**config.mk**
```make
export PLATFORM = sky130hd
export DESIGN_NAME = timer_sequencer_flat
export DESIGN_NICKNAME = d
export VERILOG_FILES = /design/src/rtl/timer_sequencer_if.sv /design/src/rtl/timer_sequencer.sv /design/src/flat_wrapper.sv
export SDC_FILE = /design/constraint.sdc
export NUM_CORES = 1
export LEC_CHECK = 0
export ABC_CLOCK_PERIOD_IN_PS = 3960
export BUFFER_PORTS_ARGS = -buffer_cell sky130_fd_sc_hd__buf_2
export CORE_MARGIN = 2
export CORE_UTILIZATION = 30
export DETAILED_ROUTE_END_ITERATION = 8
export PLACE_DENSITY = 0.52
export SKIP_CTS_REPAIR_TIMING = 1
export SYNTH_ARGS = -nofsm -noshare
export SYNTH_HDL_FRONTEND = slang
export SYNTH_SLANG_ARGS = --single-unit
```
**constraint.sdc**
```tcl
create_clock -name clk -period 3.96 [get_ports clk]
set_input_delay 0.792 -clock clk [delete_from_list [all_inputs] [get_ports clk]]
set_output_delay 0.792 -clock clk [all_outputs]
set_load 0.01 [all_outputs]
```
**src/rtl/timer_sequencer_if.sv**
```systemverilog
// rtl/timer_sequencer_if.sv - button/tick inputs and display outputs of the timer sequencer
interface timer_sequencer_if #(
    parameter int BCD_COUNTER_BITS = 16
);
    logic                        tick;
    logic                        btn_start;
    logic                        btn_reset;
    logic                        btn_set;
    logic                        btn_min;
    logic                        btn_sec;
    logic [BCD_COUNTER_BITS-1:0] q;
    logic                        is_pause;
    logic                        is_restart;
    logic                        is_setting;
    logic                        done;

    modport master (
        output tick, btn_start, btn_reset, btn_set, btn_min, btn_sec,
        input  q, is_pause, is_restart, is_setting, done
    );

    modport slave (
        input  tick, btn_start, btn_reset, btn_set, btn_min, btn_sec,
        output q, is_pause, is_restart, is_setting, done
    );
endinterface

```
**src/rtl/timer_sequencer.sv**
```systemverilog
// rtl/timer_sequencer.sv - MM:SS BCD countdown sequencer (IDLE/SET/RUN/PAUSE/DONE)
module timer_sequencer #(
    parameter logic [15:0] PRESET_DEFAULT = 16'h0100
) (
    input  logic               clk,
    input  logic               rst_n,
    timer_sequencer_if.slave   bus
);
    typedef enum logic [2:0] {
        ST_IDLE  = 3'd0,
        ST_SET   = 3'd1,
        ST_RUN   = 3'd2,
        ST_PAUSE = 3'd3,
        ST_DONE  = 3'd4
    } state_t;

    state_t      state, state_next;
    logic [15:0] q_r, q_next;
    logic [15:0] preset_r, preset_next;
    logic        done_r, done_next;

    // Two-digit BCD field increment, 59 wraps to 00 with no carry out.
    function automatic logic [7:0] inc60(input logic [7:0] f);
        if (f[3:0] == 4'd9) begin
            return (f[7:4] == 4'd5) ? 8'h00 : {f[7:4] + 4'd1, 4'd0};
        end
        return {f[7:4], f[3:0] + 4'd1};
    endfunction

    // One-second BCD decrement; seconds 00 borrows a minute and becomes 59.
    // 00:00 is left untouched so the count can never underflow.
    function automatic logic [15:0] dec_bcd(input logic [15:0] v);
        logic [15:0] r;
        r = v;
        if (v[3:0] != 4'd0) begin
            r[3:0] = v[3:0] - 4'd1;
        end else if (v[7:4] != 4'd0) begin
            r[7:4] = v[7:4] - 4'd1;
            r[3:0] = 4'd9;
        end else if (v[15:8] != 8'h00) begin
            r[7:0] = 8'h59;
            if (v[11:8] != 4'd0) begin
                r[11:8] = v[11:8] - 4'd1;
            end else begin
                r[15:12] = v[15:12] - 4'd1;
                r[11:8]  = 4'd9;
            end
        end
        return r;
    endfunction

    // State, count, preset and done pulse registers.
    always_ff @(posedge clk or negedge rst_n) begin
        if (!rst_n) begin
            state    <= ST_IDLE;
            q_r      <= PRESET_DEFAULT;
            preset_r <= PRESET_DEFAULT;
            done_r   <= 1'b0;
        end else begin
            state    <= state_next;
            q_r      <= q_next;
            preset_r <= preset_next;
            done_r   <= done_next;
        end
    end

    // Next state and datapath: reset > set > start > tick, one event per cycle.
    always_comb begin
        state_next  = state;
        q_next      = q_r;
        preset_next = preset_r;
        case (state)
            ST_IDLE: begin
                if (bus.btn_reset) begin
                    q_next = preset_r;
                end else if (bus.btn_set) begin
                    state_next = ST_SET;
                end else if (bus.btn_start) begin
                    state_next = (q_r != 16'h0000) ? ST_RUN : ST_DONE;
                end
            end
            ST_SET: begin
                // Minute and second buttons are independent and may coincide.
                if (bus.btn_min) preset_next[15:8] = inc60(preset_r[15:8]);
                if (bus.btn_sec) preset_next[7:0]  = inc60(preset_r[7:0]);
                q_next = preset_next;
                if (bus.btn_set) state_next = ST_IDLE;
            end
            ST_RUN: begin
                if (bus.btn_reset) begin
                    state_next = ST_IDLE;
                    q_next     = preset_r;
                end else if (bus.btn_start) begin
                    state_next = ST_PAUSE;
                end else if (bus.tick) begin
                    q_next = dec_bcd(q_r);
                    if (q_r == 16'h0001) state_next = ST_DONE;
                end
            end
            ST_PAUSE: begin
                if (bus.btn_reset) begin
                    state_next = ST_IDLE;
                    q_next     = preset_r;
                end else if (bus.btn_start) begin
                    state_next = ST_RUN;
                end
            end
            ST_DONE: begin
                if (bus.btn_reset) begin
                    state_next = ST_IDLE;
                    q_next     = preset_r;
                end else begin
                    q_next = 16'h0000;
                end
            end
            default: begin
                state_next = ST_IDLE;
                q_next     = preset_r;
            end
        endcase
        done_next = (state_next == ST_DONE) && (state != ST_DONE);
    end

    // Status flags decoded from the state register only.
    always_comb begin
        bus.is_pause   = (state == ST_IDLE) || (state == ST_PAUSE);
        bus.is_restart = (state == ST_RUN) || (state == ST_PAUSE) || (state == ST_DONE);
        bus.is_setting = (state == ST_SET);
        bus.q          = q_r;
        bus.done       = done_r;
    end
endmodule
```
**src/flat_wrapper.sv**
```systemverilog
// flat-port wrapper written by rule: the top's interface ports become plain ports
module timer_sequencer_flat 
#(
    parameter logic [15:0] PRESET_DEFAULT = 16'h0100
)
  (clk, rst_n, bus_tick, bus_btn_start, bus_btn_reset, bus_btn_set, bus_btn_min, bus_btn_sec, bus_q, bus_is_pause, bus_is_restart, bus_is_setting, bus_done);
  timer_sequencer_if bus_i ();
  input  logic clk;
  input  logic rst_n;
  input wire logic [$bits(bus_i.tick)-1:0] bus_tick;
  input wire logic [$bits(bus_i.btn_start)-1:0] bus_btn_start;
  input wire logic [$bits(bus_i.btn_reset)-1:0] bus_btn_reset;
  input wire logic [$bits(bus_i.btn_set)-1:0] bus_btn_set;
  input wire logic [$bits(bus_i.btn_min)-1:0] bus_btn_min;
  input wire logic [$bits(bus_i.btn_sec)-1:0] bus_btn_sec;
  output wire logic [$bits(bus_i.q)-1:0] bus_q;
  output wire logic [$bits(bus_i.is_pause)-1:0] bus_is_pause;
  output wire logic [$bits(bus_i.is_restart)-1:0] bus_is_restart;
  output wire logic [$bits(bus_i.is_setting)-1:0] bus_is_setting;
  output wire logic [$bits(bus_i.done)-1:0] bus_done;
  assign bus_i.tick = bus_tick;
  assign bus_i.btn_start = bus_btn_start;
  assign bus_i.btn_reset = bus_btn_reset;
  assign bus_i.btn_set = bus_btn_set;
  assign bus_i.btn_min = bus_btn_min;
  assign bus_i.btn_sec = bus_btn_sec;
  assign bus_q = bus_i.q;
  assign bus_is_pause = bus_i.is_pause;
  assign bus_is_restart = bus_i.is_restart;
  assign bus_is_setting = bus_i.is_setting;
  assign bus_done = bus_i.done;
  timer_sequencer #(.PRESET_DEFAULT(PRESET_DEFAULT)) u_core (.clk(clk), .rst_n(rst_n), .bus(bus_i));
endmodule
```
# Word level (Yosys, flattened, before mapping)
# Index checks and enable logic that the tools add are counted.
# word_totals
register_bits	36
inputBits	8
output_inout_bits	20
wordCells	90
# op_classes
addsub	8
n_eq_ne	20
mux	40
reduce_logical	15
# op_table
op	count
16-bit 2-to-1 mux	6
8-bit 2-to-1 mux	10
16-bit one-hot mux with 4 select lines	1
3-bit 2-to-1 mux	12
3-bit != test, second input constant	6
4-bit by 1-bit adder with 4-bit output, second input constant	4
16-bit by 1-bit == test with 1-bit output, second input constant	1
16-bit nonzero test	1
4-bit by 1-bit subtractor with 4-bit output, second input constant	4
3-bit one-hot mux with 5 select lines	1
12-bit 2-to-1 mux	1
4-bit 2-to-1 mux	3
4-bit nonzero test	3
4-bit by 3-bit == test with 1-bit output, second input constant	2
4-bit == test, second input constant	2
8-bit nonzero test	1
7-bit AND reduction	1
3-bit by 2-bit == test with 1-bit output, second input constant	2
3-bit == test, second input constant	2
1-bit 2-to-1 mux	6
6-bit AND reduction	1
5-bit by 2-bit != test with 1-bit output, second input constant	1
5-bit AND reduction	1
4-bit by 2-bit != test with 1-bit output, second input constant	1
other kinds (8)	10

# Logic depth before layout (Yosys ltp)
# depth
ltp_word	9
depth_mapped	8
ltp_nobuf	7

# Worst setup path before layout
# OpenSTA, ideal clock, no wires.
# synth_timing
kind	in2reg
startpoint	input bus_btn_reset
endpoint	register u_core.q_r[4] (netlist: u_core.bus.q[4])
setup_time_ps	140
arrival_time_ps	2125
required_ps	3820
slack_ps	1696
cell_stages	5
n_path_buf	1
path_cell_list	clkbuf_1 nor4b_2 nand2_1 o221ai_1 o21ai_0
# synth_between
elab_chain_len	2
elab_cells_between_ends	9
classes_between	eq/ne (5); mux (3); reduce/logical (1)
# synth_lines
item	line_no	source
start: declaration	flat_wrapper.sv:12	input wire logic [$bits(bus_i.btn_reset)-1:0] bus_btn_reset;
4-bit by 2-bit != test with 1-bit output (no source line) (tied with other cells)	-	
5-bit AND reduction (no source line) / 16-bit one-hot mux with 4 select lines (equally long branches)	-	
end signal: assignment	timer_sequencer.sv:61	q_r <= q_next;
end: declaration	timer_sequencer.sv:18	logic [15:0] q_r, q_next;
# Parallel ways exist; a longest one is shown, timed or not.
# A chain may end at the register's enable or synchronous reset.

# Worst setup path in the final report
# layout_timing
startpoint	register u_core.state[0]
endpoint	output bus_is_setting
# layout_between
elab_chain_len	1
# layout_lines
item	line_no	source
start: declaration	timer_sequencer.sv:17	state_t state, state_next;
start signal: assignment	timer_sequencer.sv:60	state <= state_next;
3-bit by 1-bit == test with 1-bit output	timer_sequencer.sv:128	bus.is_setting = (state == ST_SET);
end: declaration	flat_wrapper.sv:19	output wire logic [$bits(bus_i.is_setting)-1:0] bus_is_setting;
# Every way passes these cells.

==> flow_metrics.env <==
export IMPL_status="complete, no violations"
export IMPL_dieWidth_um=93.0
export IMPL_relSlewSlack_pct=38.7
export IMPL_max_stage_delay_ns=0.70
export IMPL_syn_inst=274
export IMPL_ys_ff_latch=36
export IMPL_synth_nets=283
export IMPL_core_area_mm2=0.00769
export IMPL_grt_usage_pct=14.6
export IMPL_critPathLaunch="u_core.state[0]"
export IMPL_port_buffers=27
export IMPL_grtUsageMet3_pct=2.66
export IMPL_overflow=0
export IMPL_period_share_pct=74.1
export IMPL_via_per_inst=5.31
export IMPL_synth_distinct_cells=60
export IMPL_fillers=814
export IMPL_grt_max_degree=37
export IMPL_crit_slowest_cell="or3b_1"
export IMPL_cap_viol_max_count=0
export IMPL_ios=28
export IMPL_first_iter_violations=143
export IMPL_drc=0
export IMPL_layout_commonest_cell="dfrtp_1"
export IMPL_antenna_left=0
export IMPL_area_delta_synth_final_pct=13.0
export IMPL_powerDensity_mw_per_mm2=591
export IMPL_crit_end="bus_is_setting"
export IMPL_fp_dieH_um=93.0
export IMPL_setup_tns_ns=0
export IMPL_start_kind="register"
export IMPL_place_gp_congestion=0.774
export IMPL_grt_pass1_vias=2054
export IMPL_htree_num_levels=2
export IMPL_final_util_pct=34.9
export IMPL_crit_path_end_kind="output port"
export IMPL_worstSetupPathType="register to output port"
export IMPL_busiest_layer="met2"
export IMPL_die_area_mm2=0.00864
export IMPL_rsz0062_at_grt="no"
export IMPL_grt_pass1_wl_um=10000
export IMPL_wirelength_um=5940
export IMPL_clkSlewWorstSetupHoldPaths_ns=0.08
export IMPL_rr_startpoint="u_core.state[2]"
export IMPL_ff2ff_setup_slack_ns=1.39
export IMPL_critPathMaxFanout=19
export IMPL_gr_usage_met1_pct=19.5
export IMPL_dp_hpwl_um=4180
export IMPL_path_depth=4
export IMPL_start_util_pct=30.9
export IMPL_layout_common_cells="dfrtp_1 (34), o21ai_0 (32), nand2_1 (28)"
export IMPL_critPathBufInv=3
export IMPL_synth_area_mm2=0.00237
export IMPL_diodes=0
export IMPL_ys_flop_type="dfrtp_1"
export IMPL_p_leak_nw=1.14
export IMPL_dr_total_vias=2128
export IMPL_worstPathArrival_ns=2.14
export IMPL_cts_buffers_inserted=5
export IMPL_skew_ns=0.00855
export IMPL_final_hold_viol_count=0
export IMPL_tritoncts="built"
export IMPL_cp_top_family="simple AND/OR/NAND/NOR gates"
export IMPL_clockBufferDepth=2
export IMPL_reg2reg_depth=7
export IMPL_clock_fmax_mhz=341
export IMPL_rows=32
export IMPL_worst_slew_pin_slew_ns=0.912
export IMPL_fin_crit_ns=2.93
export IMPL_clock_root_buffer="clkbuf_8"
export IMPL_fin_nets=307
export IMPL_wl_per_cell_um=14.8
export IMPL_cp_required_ns=3.17
export IMPL_synth_edff_count=0
export IMPL_cts_sinks=36
export IMPL_antenna_found_initial=0
export IMPL_drive_gt1_share_pct=17.4
export IMPL_met2_usage_pct=24.2
export IMPL_first_pass_iters=4
export IMPL_min_path_type="register to register"
export IMPL_fin_total_pwr_mw=1.59
export IMPL_finalMaxSlewViolations=0
export IMPL_crit_chain="or3b_1, inv_1, buf_4, buf_2"
export IMPL_setup_viol=0
export IMPL_async_flop_share_pct=100
export IMPL_ir_drop_v=0.000183
export IMPL_avgSynthCellArea_um2=8.67
export IMPL_r2r_end="u_core.bus.q[8]"
export IMPL_yosysWarningCount=0
export IMPL_clock_latency_ns=0.29
export IMPL_ys_seq_area_share_pct=38.0
[where the power goes]
part / leakage (nW) / internal (mW) / switching [mW]
clock: 0.0422 / 0.124 / 0.137
combinational: 0.648 / 0.284 / 0.354
sequential: 0.449 / 0.485 / 0.202
total: 1.14 / 0.893 / 0.693
[worst register-to-register path: stages (launching register included)]
cell	delay, ns
dfrtp_1	0.61
or3b_1	0.64
inv_1	0.13
a21oi_1	0.52
buf_4	0.26
o21bai_1	0.11
a21oi_1	0.08
o21ai_0	0.14
[per-layer routing]
layer / vias to the layer above / routed length, um
li1: 1067 / -
met1: 1012 / 2820
met2: 41 / 2840
met3: 8 / 208
met4: 0 / 74
met5: - / 0
[registers in the layout, summed over array words and instances (netlist names)]
name,count
u_core.bus.done,1
u_core.bus.q,16
u_core.preset_r,16
u_core.state,3
[kinds of logic after synthesis]
kind of cell | after synthesis | synth area share (%)
AND/OR/NAND/NOR | 109 | 26.8
AO/OA/AOI/OAI | 88 | 23.3
flip-flops | 36 | 38.0
buffers and inverters | 20 | 3.53
XOR/XNOR | 15 | 5.53
multiplexers | 5 | 2.27
adder cells (fa/ha/maj) | 1 | 0.527
[worst min path at each step]
stage | end | start | cells past startpoint
after floorplan | u_core.preset_r[12] | u_core.preset_r[12] | 1
after global placement | u_core.preset_r[8] | u_core.preset_r[8] | 1
after detailed placement | u_core.preset_r[12] | u_core.preset_r[12] | 1
after CTS | u_core.preset_r[8] | u_core.preset_r[8] | 1
after global routing | u_core.preset_r[8] | u_core.preset_r[8] | 1
final | u_core.preset_r[8] | u_core.preset_r[8] | 1
[cell usage after synthesis, drive strengths merged (4+ instances only)]
cell type,number,area [um^2]
nor2b,9,56.3
o21ai,35,175
nand3,4,20.0
nand2b,4,25.0
or4,5,41.3
inv,7,26.3
a21oi,19,98.9
dfrtp,34,851
xor2,5,43.8
nor3,14,70.1
nand2,28,105
clkbuf,10,37.5
nand4,5,31.3
xnor2,10,87.6
nor2,16,60.1
nor3b,4,35.0
nor4,6,58.8
a21o,5,37.5
a221oi,6,52.6
[per-stage QoR]
stage | cell area (um^2) | std cells | hold WS [ns] | worst slack (ns)
2_1_floorplan | 2370 | 274 | 0.484 | 1.70
3_3_place_gp | 2600 | 393 | 0.512 | 1.39
3_5_place_dp | 2600 | 393 | 0.516 | 1.33
4_1_cts | 2680 | 401 | 0.526 | 1.01
5_1_grt | 2680 | 401 | 0.544 | 0.889
6_report | 2680 | 401 | 0.524 | 1.03
[layout make-up]
| type | count | area (um^2) | share of cell area, % |
|---|---|---|---|
| multi-input combinational | 218 | 1390 | 51.7 |
| sequential | 36 | 903 | 33.7 |
| timing repair buffer | 30 | 158 | 5.87 |
| tap | 102 | 128 | 4.76 |
| clock buffer | 7 | 76.3 | 2.84 |
| inverter | 7 | 26.3 | 0.979 |
| clock inverter | 1 | 5.00 | 0.186 |
Power figures use the tool's default switching activity.
